==> config.mk <==
export PLATFORM = sky130hd
export DESIGN_NAME = encoder_flush_sequencer
export DESIGN_NICKNAME = d
export VERILOG_FILES = /design/src/rtl/encoder_flush_sequencer.sv
export SDC_FILE = /design/constraint.sdc
export NUM_CORES = 1
export LEC_CHECK = 0
export CORE_MARGIN = 2
export CORE_UTILIZATION = 44
export DETAILED_ROUTE_END_ITERATION = 10
export PLACE_DENSITY = 0.72
export SETUP_SLACK_MARGIN = 0.3
export SYNTH_ARGS = -nofsm -noshare
export SYNTH_HDL_FRONTEND = slang
export SYNTH_SLANG_ARGS = --single-unit
==> constraint.sdc <==
create_clock -name clk -period 1.3 [get_ports clk]
set_input_delay 0.26 -clock clk [delete_from_list [all_inputs] [get_ports clk]]
set_output_delay 0.26 -clock clk [all_outputs]
set_load 0.005 [all_outputs]
==> src/rtl/encoder_flush_sequencer.sv <==
// encoder_flush_sequencer: frame start/flush control for the arithmetic encoder's final-bits and carry stages
module encoder_flush_sequencer #(
  parameter int WARMUP_CYCLES = 2,
  parameter int DRAIN_CYCLES  = 3,
  parameter int CNT_WIDTH     = 4
) (
  input  logic clk,
  input  logic reset,
  input  logic in_valid,
  input  logic in_last,
  output logic in_ready,
  output logic flag_first,
  output logic final_flag_2_3,
  output logic final_flag,
  output logic carry_en,
  output logic busy,
  output logic done,
  output logic protocol_error
);
  typedef enum logic [2:0] {WARMUP, IDLE, RUN, LATCH, FLUSH, DRAIN, DONE} state_t;
  localparam logic [CNT_WIDTH-1:0] WARM_LD  = CNT_WIDTH'(WARMUP_CYCLES);
  localparam logic [CNT_WIDTH-1:0] DRAIN_LD = CNT_WIDTH'(DRAIN_CYCLES);
  state_t state, state_n;
  logic [CNT_WIDTH-1:0] cnt, cnt_n, cnt_dec;
  logic accept;
  logic in_ready_n, flag_first_n, final_flag_2_3_n, final_flag_n, carry_en_n, busy_n, done_n, protocol_error_n;
  assign accept  = in_valid & in_ready;
  assign cnt_dec = (cnt == '0) ? '0 : cnt - CNT_WIDTH'(1);
  // next state, counter and the values every output register takes on entering that state
  always_comb begin
    state_n = state;
    cnt_n   = cnt;
    case (state)
      WARMUP: begin
        cnt_n   = cnt_dec;
        state_n = (cnt == '0) ? IDLE : WARMUP;
      end
      IDLE:    state_n = accept ? (in_last ? LATCH : RUN) : IDLE;
      RUN:     state_n = (accept && in_last) ? LATCH : RUN;
      LATCH:   state_n = FLUSH;
      FLUSH: begin
        cnt_n   = DRAIN_LD;
        state_n = (DRAIN_LD == '0) ? DONE : DRAIN;
      end
      DRAIN: begin
        cnt_n   = cnt_dec;
        state_n = (cnt_dec == '0) ? DONE : DRAIN;
      end
      DONE:    state_n = IDLE;
      default: state_n = WARMUP;
    endcase
    in_ready_n       = (state_n == IDLE) || (state_n == RUN);
    flag_first_n     = (state == IDLE) && accept;
    final_flag_2_3_n = state_n == LATCH;
    final_flag_n     = state_n == FLUSH;
    carry_en_n       = state_n != WARMUP;
    busy_n           = (state_n != WARMUP) && (state_n != IDLE);
    done_n           = state_n == DONE;
    protocol_error_n = in_valid && !in_ready;
  end
  // state, counter and registered outputs; reset wins over any in-flight frame
  always_ff @(posedge clk) begin
    if (reset) begin
      state          <= WARMUP;
      cnt            <= WARM_LD;
      in_ready       <= 1'b0;
      flag_first     <= 1'b0;
      final_flag_2_3 <= 1'b0;
      final_flag     <= 1'b0;
      carry_en       <= 1'b0;
      busy           <= 1'b0;
      done           <= 1'b0;
      protocol_error <= 1'b0;
    end else begin
      state          <= state_n;
      cnt            <= cnt_n;
      in_ready       <= in_ready_n;
      flag_first     <= flag_first_n;
      final_flag_2_3 <= final_flag_2_3_n;
      final_flag     <= final_flag_n;
      carry_en       <= carry_en_n;
      busy           <= busy_n;
      done           <= done_n;
      protocol_error <= protocol_error_n;
    end
  end
endmodule

==> impl_metrics.toml, run 1 <==
[run_status]
status = "finished with violations"
failed_checks = "negative setup slack"

[clock_network]
clkSlewWorstSetupHoldPaths_ns = 0.09
cts_tree = "done"
cts_max_level = 1
clockRootBuffer = "clkbuf_4"
clockBufferDepth = 2
clock_sinks = 15
cts_buffers = 3
clkLatencyLatePin_ns = 0.28
cts_hold_buf = 0

[global_routing]
grt_first_pass_wirelength_microns = 2297
antenna_found_initial = 0
grt.total_usage_pct = 17.06
grt_pass1_vias = 542
grt_start_max_net_pins = 9
grt_remaining_overflow = 0

[die]
core_region_area_sq_mm = 0.001350
die_w_microns = 42.64
initial_core_util_pct = 48.66
dieArea_sq_mm = 0.001818
die_y_microns = 42.64
io_pins = 12
fp-row-count = 13

[synthesis]
syn-num-nets = 73
synthCells = 69
syn_area_sq_um = 656.9
ys_ff_latch = 15
avgSynthCellArea_sq_um = 9.520
ys_types = 28
ys_seq_area_share_pct = 45.71
ys_warn_count = 0

[cells_and_area]
final.fill_count = 89
fin_nets = 106
instances_no_fill = 116
drive_gt1_share_pct = 55.45
areaGrowthSynthToFinish_pct = 56.76
n_antenna_cell = 0
fin_area_sq_mm = 0.001030

[routing]
first_iter_violations = 6
wl_microns = 1510
wl_per_cell_microns = 13.02
drc = 0
final_antenna_net_count = 0
drt_first_pass_iters = 4
num_vias = 594
via_per_inst = 5.121

[timing]
period_needed_ns = 1.408
tns_ns = -0.2877
layout_setup_ws_ns = -0.1081
clock.fmax_mhz = 710.2
fin_worst_skew_ns = 0.001490
worst_pin_slew_ns = 0.3219
maxSlewViolCount = 0
period_share_pct = 108.3
hold_violations = 0
slew_headroom_pct = 78.38
setup_viol = 4
rsz0062_at_grt = "yes"
hold_ws_ns = 0.5274

[placement]
place.gp.congestion = 0.7372
dp.cells = 108
dpl-instance-area_sq_um = 903.4
place_ws_ns = -0.2891
io_buffers = 11
hpwl_microns = 1039

[worst_setup_path]
critPathLaunchType = "flop"
arrival_ns = 1.58
path_max_fanout = 6
crit_type = "flop to flop"
critPathCapture = "in_ready"
reg2reg_depth = 5
critPathLaunch = "cnt[2]"
reg2reg_slack_ns = -0.11
critPathRequiredTime_ns = 1.48
r2r-end = "in_ready"
crit_path_end_kind = "flop"
reg2reg_from = "cnt[2]"

[pwr]
p_per_area_mw_per_mm2 = 1262
p_leak_nw = 0.4332
ir_drop_mv = 0.6662

[job]
drv_cap = 0

[min_path]
hold_class = "flop to flop"
cells by family (layout without fill, tap and decap cells):
logic type | Yosys count | count (layout) | share of synthesized area (%)
DFF | 15 | 15 | 45.71
xor gates and xnor gates | 1 | 1 | 1.334
AOI/OAI and AO/OA | 12 | 12 | 16.38
buffers and inverters | 6 | 38 | 4.952
muxes | 4 | 4 | 6.095
and+or+nand+nor | 31 | 31 | 25.53
cell usage after synthesis:
cell / instances / area [sq um]
buf_2: 2 / 10.01
nor2b_1: 2 / 12.51
nor3_1: 1 / 5.000
nor2_1: 13 / 48.80
dfxtp_1: 15 / 300.3
o211ai_1: 1 / 7.510
mux2i_1: 4 / 40.04
a31oi_4: 1 / 21.27
nor3_2: 3 / 30.03
o31ai_1: 1 / 7.510
o311a_1: 1 / 10.01
o21ai_0: 1 / 5.000
buf_6: 1 / 11.26
a311oi_1: 1 / 8.760
a41oi_1: 1 / 8.760
nand2_1: 5 / 18.77
and3_1: 1 / 6.260
o221a_2: 1 / 11.26
nand2b_1: 3 / 18.77
a2111oi_0: 1 / 8.760
nor4_1: 1 / 6.260
or4b_1: 1 / 10.01
or3_4: 1 / 11.26
xnor2_1: 1 / 8.760
o21ai_2: 1 / 8.760
clkbuf_1: 1 / 3.750
a21oi_1: 2 / 10.01
inv_1: 2 / 7.510
layout make-up:
class	instances	area (sq um)	area share, %
flip-flops and latches	15	310.3	30.13
well taps	15	18.77	1.823
clock buffers	4	26.28	2.552
multi-input cells	48	415.4	40.34
repair buffers	32	251.5	24.42
inverters	2	7.507	0.7290
where the power goes:
part,internal [mW],switching (mW)
combinational,0.278,0.212
sequential,0.509,0.0401
clock,0.119,0.142
sequential cells by signal, summed over array words and instances, names as in the netlist:
register and count:
flag_first 1, state 3, final_flag_2_3 1, cnt 4, in_ready 1, carry_en 1
done 1, protocol_error 1, final_flag 1, busy 1
metal layers:
layer | share of wire, % | track usage (%) | wire, microns
met1 | 49 | 21.11 | 734
met4 | 1.9 | 9.375 | 29
met2 | 47 | 26.97 | 713
met3 | 2.3 | 3.879 | 34
met5 | 0 | 0 | 0
repair_timing:
| item | in CTS | in global routing |
|---|---|---|
| endpoints found under the setup margin | 21 | 18 |
| gates resized for setup | 42 | 13 |
| buffers inserted | 1 | 3 |
| pin swaps | 4 | 7 |
| cloned | 0 | 0 |
stage by stage:
stage	total power, mW	utilization (%)
floorplan	0.7852	-
global placement	0.9302	66.91
detailed placement	0.9418	66.91
CTS	1.232	70.06
global route	1.373	76.27
finish	1.300	76.27
worst min-delay path by stage:
stage	to	cells after the start	start	slack, ns
finish	protocol_error	2	in_ready	0.53
global route	protocol_error	2	in_ready	0.56
CTS	protocol_error	2	in_ready	0.52
floorplan	protocol_error	2	in_valid	0.41
detailed placement	protocol_error	1	in_ready	0.46
global placement	protocol_error	1	in_ready	0.45
worst max-delay path, cell delays in order, from the launching register on:
cell	delay, ns
dfxtp_2	0.35
or4b_4	0.53
o21ai_4	0.08
a31oi_4	0.14
xnor2_1	0.15
nor2_1	0.05
cell usage in the layout, fill, tap and decap left out, drive strengths merged, types with 2 or more instances in the layout:
cell / netlist / routed
inv: 2 / 2
clkdlybuf4s50: 0 / 3
a21oi: 2 / 2
nor2b: 2 / 2
buf: 3 / 29
o21ai: 2 / 2
dfxtp: 15 / 15
nor3: 4 / 4
nor2: 13 / 13
clkbuf: 1 / 4
nand2: 5 / 5
mux2i: 4 / 4
nand2b: 3 / 3
Note: power is estimated with default switching activity, not from simulation.
==> inputs of run 2 (changes only) <==
Settings changed: CORE_AREA set to 2 2 39 41, CORE_MARGIN 2 to unset, CORE_UTILIZATION 44 to unset, DIE_AREA set to 0 0 41 43, PLACE_DENSITY 0.72 to 0.76.
Clock period 1.3 ns to 1.77 ns, I/O delays scaled along.
==> run 2 against run 1 <==
Compared with the run above: the run now ends clean; sequential cell count stayed put; count of clock-buffer cells in the layout shrank 1; worst setup slack gained 0.42 ns; non-clock buffer count fell by 16; sequential share of layout area rose by 5.7 points; clock skew about the same; core utilization down 14 points; register-to-register slack improved by 0.42 ns; sequential power fell by 28%; largest power group unchanged.
==> impl_metrics.toml, run 2 (synthesis gave the netlist of run 1 again) <==
[global_routing]
grt.total_usage_pct = 18.91
grt_pass1_vias = 523
use_met1_pct = 22.70
grt_remaining_overflow = 0
grt_first_pass_wirelength_microns = 2201
busiest_layer = "met2"
grt_util_met3_pct = 6.283
antenna_found_initial = 0
use_met2_pct = 29.38
grt_start_max_net_pins = 12

[cells_and_area]
final_cell_mix = "nor2_1 (13), dfxtp_1 (9), dlymetal6s2s_1 (7)"
fin_nets = 90
drive_gt1_share_pct = 27.06
reg_top3 = "cnt (4), state (3)"
regMostFlops = "cnt"
areaGrowthSynthToFinish_pct = 32.00
utilization_pct = 62.66
mostFrequentLayoutCell = "nor2_1"
largest_reg_flops = 4
instances_no_fill = 101
n_antenna_cell = 0

[clock_network]
cts_buffers = 3
clockBufferDepth = 2
clock_sinks = 15
clockRootBuffer = "clkbuf_4"
cts_hold_buf = 0
cts_tree = "done"
cts_max_level = 1
clkSlewWorstSetupHoldPaths_ns = 0.09
clkLatencyLatePin_ns = 0.28

[routing]
drc = 0
via_per_inst = 5.386
final_antenna_net_count = 0
num_vias = 544
first_iter_violations = 15
drt_first_pass_iters = 4
wl_microns = 1329
wl_per_cell_microns = 13.16

[die]
die_y_microns = 43
die_w_microns = 41
fp-row-count = 14
dieArea_sq_mm = 0.001763
core_region_area_sq_mm = 0.001384
initial_core_util_pct = 47.47
io_pins = 12

[timing]
maxSlewViolCount = 0
hold_violations = 0
setup_viol = 0
rsz0062_at_grt = "yes"
period_share_pct = 82.17
slew_headroom_pct = 74.88
fin_worst_skew_ns = 0.001085
period_needed_ns = 1.454
clock.fmax_mhz = 687.5
tns_ns = 0
worst_pin_slew_ns = 0.3673
hold_ws_ns = 0.5071

[worst_setup_path]
critPathCapture = "in_ready"
max_stage_delay_ns = 0.56
critPathLaunchType = "flop"
r2r-end = "in_ready"
reg2reg_depth = 5
arrival_ns = 1.63
reg2reg_from = "cnt[1]"
crit_family = "simple AND/OR/NAND/NOR gates"
crit_path_end_kind = "flop"
path_max_fanout = 6
reg2reg_slack_ns = 0.32
critPathLaunch = "cnt[1]"
critPathRequiredTime_ns = 1.95
crit_chain = "or4b_4 > o21ai_4 > a31oi_4 > xnor2_1 > nor2_1"
crit_type = "flop to flop"
cp_num_cells = 5
crit_slowest_cell = "or4b_4"
crit_buf_inv = 0

[pwr]
p_sw_uw = 247.3
p_per_area_mw_per_mm2 = 963.7
p_leak_nw = 0.4386
power_frac_comb_pct = 28.8
power.total_uw = 835.6
ir_drop_mv = 0.8089
p_int_uw = 588.2
p_seq_share_pct = 47.4
p_sw_share_pct = 29.60
clkPwrFrac_pct = 23.8

[placement]
io_buffers = 11
place.gp.congestion = 0.7848
dp.cells = 94
hpwl_microns = 915

[job]
drv_cap = 0

[run_status]
status = "finished clean"

[min_path]
whs_path_depth = 2
hold_class = "flop to flop"
run 2: cell types whose count changed in the layout (fill, tap and decap cells not counted), moves of 2 or more:
| cell | before | now |
|---|---|---|
| dfxtp_1 | 7 | 9 |
| dfxtp_2 | 8 | 5 |
| buf_4 | 18 | 5 |
| dlymetal6s2s_1 | 0 | 7 |
| buf_2 | 6 | 0 |
| buf_6 | 5 | 0 |
| mux2i_1 | 2 | 4 |
run 2: how the worst min path moves through the flow:
stage | from | end | slack [ns]
6_report | in_ready | protocol_error | 0.51
5_1_grt | in_ready | protocol_error | 0.53
4_1_cts | cnt[3] | cnt[3] | 0.52
3_5_place_dp | in_ready | protocol_error | 0.46
3_3_place_gp | in_ready | protocol_error | 0.46
2_1_floorplan | in_ready | protocol_error | 0.45
run 2: routing by layer:
metal / up-vias / part of all wire [%]
met5: - / 0
met4: 0 / 0.98
met3: 2 / 2.5
met2: 7 / 52
met1: 261 / 45
li1: 274 / -
run 2: final cells by class:
type	count	area, sq um
clock buffer	3	22.52
clock inverter	1	7.507
fill	121	516.7
inverter	2	7.507
multi-input combinational	48	335.3
sequential	15	310.3
tap	16	20.02
timing repair buffer	16	163.9
run 2: per-stage QoR:
step	setup slack [ns]	area (sq um)
3_5_place_dp	0.09283	777.0
5_1_grt	0.2666	867.1
4_1_cts	0.3047	832.0
6_report	0.3155	867.1
2_1_floorplan	0.3703	656.9
3_3_place_gp	0.1324	777.0
run 2: repair_timing:
action | CTS | global route
buffers inserted | 2 | 1
gates resized for setup | 7 | 10
pin swaps | 2 | 1
setup endpoints to repair | 5 | 11
run 2: worst min-delay path: stages, from the launching register on:
cell and delay, ns:
dfxtp_2 0.33, buf_4 0.11, nor2_1 0.04
run 2: power groups by stage:
stage / clock [mW] / combinational, mW / sequential, mW
after detailed placement: 0 / 0.218 / 0.407
after floorplan: 0 / 0.162 / 0.402
after global routing: 0.221 / 0.267 / 0.400
after CTS: 0.208 / 0.235 / 0.399
final: 0.199 / 0.240 / 0.396
after global placement: 0 / 0.213 / 0.405
==> inputs of run 3 (changes only) <==
Settings changed: CORE_AREA 2 2 39 41 to unset, CORE_MARGIN set to 2, CORE_UTILIZATION set to 44, DIE_AREA 0 0 41 43 to unset, PLACE_DENSITY 0.76 to 0.72.
Clock period 1.77 ns to 1.29 ns, I/O delays scaled along.
==> run 3 against run 2 <==
Compared with the run above: worst setup slack worse by 0.43 ns; non-clock buffer count is 15 higher; the flow now finishes with violations (negative setup slack); worst hold slack worse by 0.057 ns; first-iteration DRC count is 60% lower; cell count is 14% higher.
==> impl_metrics.toml, run 3 (synthesis gave the netlist of run 1 again) <==
[clock_network]
cts_max_level = 1
cts_buffers = 3
clock_sinks = 15
cts_hold_buf = 0
clkLatencyLatePin_ns = 0.28
clkSlewWorstSetupHoldPaths_ns = 0.08
clockRootBuffer = "clkbuf_4"
clockBufferDepth = 2
cts_tree = "done"

[job]
drv_cap = 0

[global_routing]
grt_pass1_vias = 546
grt.total_usage_pct = 17.68
grt_start_max_net_pins = 9
antenna_found_initial = 0
grt_remaining_overflow = 0
grt_first_pass_wirelength_microns = 2366

[routing]
drc = 0
dr_wl_met3_microns = 34
highest_layer = "met4"
num_vias = 605
via_per_inst = 5.261
first_iter_violations = 6
drt_first_pass_iters = 4
wl_met1_microns = 745
final_antenna_net_count = 0
wl_microns = 1585
wl_met2_microns = 778
wl_per_cell_microns = 13.78

[placement]
hpwl_microns = 1039
io_buffers = 11
place.gp.congestion = 0.7373
place_ws_ns = -0.2971

[run_status]
status = "finished with violations"
failed_checks = "negative setup slack"

[timing]
setup_viol = 6
clock.fmax_mhz = 711.2
slew_headroom_pct = 76.16
period_share_pct = 109.0
period_needed_ns = 1.406
fin_worst_skew_ns = 0.0008176
maxSlewViolCount = 0
hold_violations = 0
worst_pin_slew_ns = 0.3549
layout_setup_ws_ns = -0.1160
rsz0062_at_grt = "yes"

[cells_and_area]
seqCellArea_sq_um = 312.8
mostFrequentLayoutCell = "buf_4"
reg_top3 = "cnt (4), state (3)"
final_cell_mix = "buf_4 (16), nor2_1 (10), dfxtp_1 (7), dfxtp_2 (7)"
final.fill_count = 86
n_antenna_cell = 0
areaGrowthSynthToFinish_pct = 58.29
largest_reg_flops = 4
drive_gt1_share_pct = 58.00
regMostFlops = "cnt"
fin_nets = 105
multiInputGateArea_sq_um = 426.7

[die]
core_region_area_sq_mm = 0.001350
die_y_microns = 42.64
dieArea_sq_mm = 0.001818
initial_core_util_pct = 48.66
fp-row-count = 13
io_pins = 12
die_w_microns = 42.64

[worst_setup_path]
path_max_fanout = 6
crit_type = "flop to flop"
max_stage_delay_ns = 0.53
arrival_ns = 1.59
crit_slowest_cell = "or4b_4"
crit_chain = "or4b_4 > o21ai_4 > a31oi_4 > xnor2_1 > nor2_1"
critPathRequiredTime_ns = 1.47
critPathLaunchType = "flop"
crit_path_end_kind = "flop"

[pwr]
power.total_mw = 1.321
p_leak_nw = 0.4285
ir_drop_mv = 0.6884
p_per_area_mw_per_mm2 = 1271

[min_path]
hold_class = "flop to flop"
[run 3: cell types whose count changed in the layout (fill, tap and decap cells not counted), sizes merged]
| cell | previous run | this run |
|---|---|---|
| dlygate4sd2 | 1 | 0 |
| buf | 5 | 28 |
| dlymetal6s2s | 7 | 0 |
| clkbuf | 3 | 4 |
| clkinvlp | 1 | 0 |
[run 3: cell type report]
type	instances	share of cell area (%)
clock buffer	4	2.527
multi-input combinational	48	41.03
inverter	2	0.7220
timing repair buffer	31	23.83
sequential	15	30.08
tap	15	1.805
[run 3: repair_timing]
item | in CTS | in global routing
hold endpoints to repair | 0 | 0
gates resized for setup | 45 | 14
gates cloned | 0 | 0
pin swaps | 6 | 8
setup buffers | 1 | 2
setup endpoints to repair | 21 | 19
[run 3: per-stage QoR]
| stage | utilization, % | std cells | instance area, sq um | setup TNS, ns | hold WS, ns |
|---|---|---|---|---|---|
| finish | 77.02 | 115 | 1040 | -0.3530 | 0.4502 |
| global route | 77.02 | 115 | 1040 | -0.7100 | 0.4713 |
| CTS | 71.92 | 113 | 970.9 | -0.4145 | 0.4550 |
| detailed placement | 66.91 | 108 | 903.4 | -1.381 | 0.4641 |
| global placement | 66.91 | 108 | 903.4 | -1.158 | 0.4533 |
| floorplan | - | 69 | 671.9 | -0.2073 | 0.4104 |
[run 3: path summary, 6_finish.rpt]
check | start | endpoint | slack [ns] | depth (start not counted)
worst min register to register | in_ready | protocol_error | 0.45 | 1
worst max-delay path | cnt[2] | in_ready | -0.12 | 5
worst min-delay path | in_ready | protocol_error | 0.45 | 1
worst max register to register | cnt[2] | in_ready | -0.12 | 5
[run 3: worst max-delay path, delay by kind of cell (launching register included)]
family          cells  cell delay [ns]
compound gates      2             0.22
xor+xnor            1             0.15
flops               1             0.35
simple gates        2             0.58
[run 3: routing by layer]
metal,up-vias,track usage [%]
met1,286,22.69
met2,10,27.27
li1,305,-
met4,0,9.375
met5,-,0
met3,4,3.879
[run 3: report_power, final]
part,switching [mW],internal (mW)
combinational,0.210,0.283
sequential,0.0499,0.515
clock,0.143,0.120
total,0.403,0.918
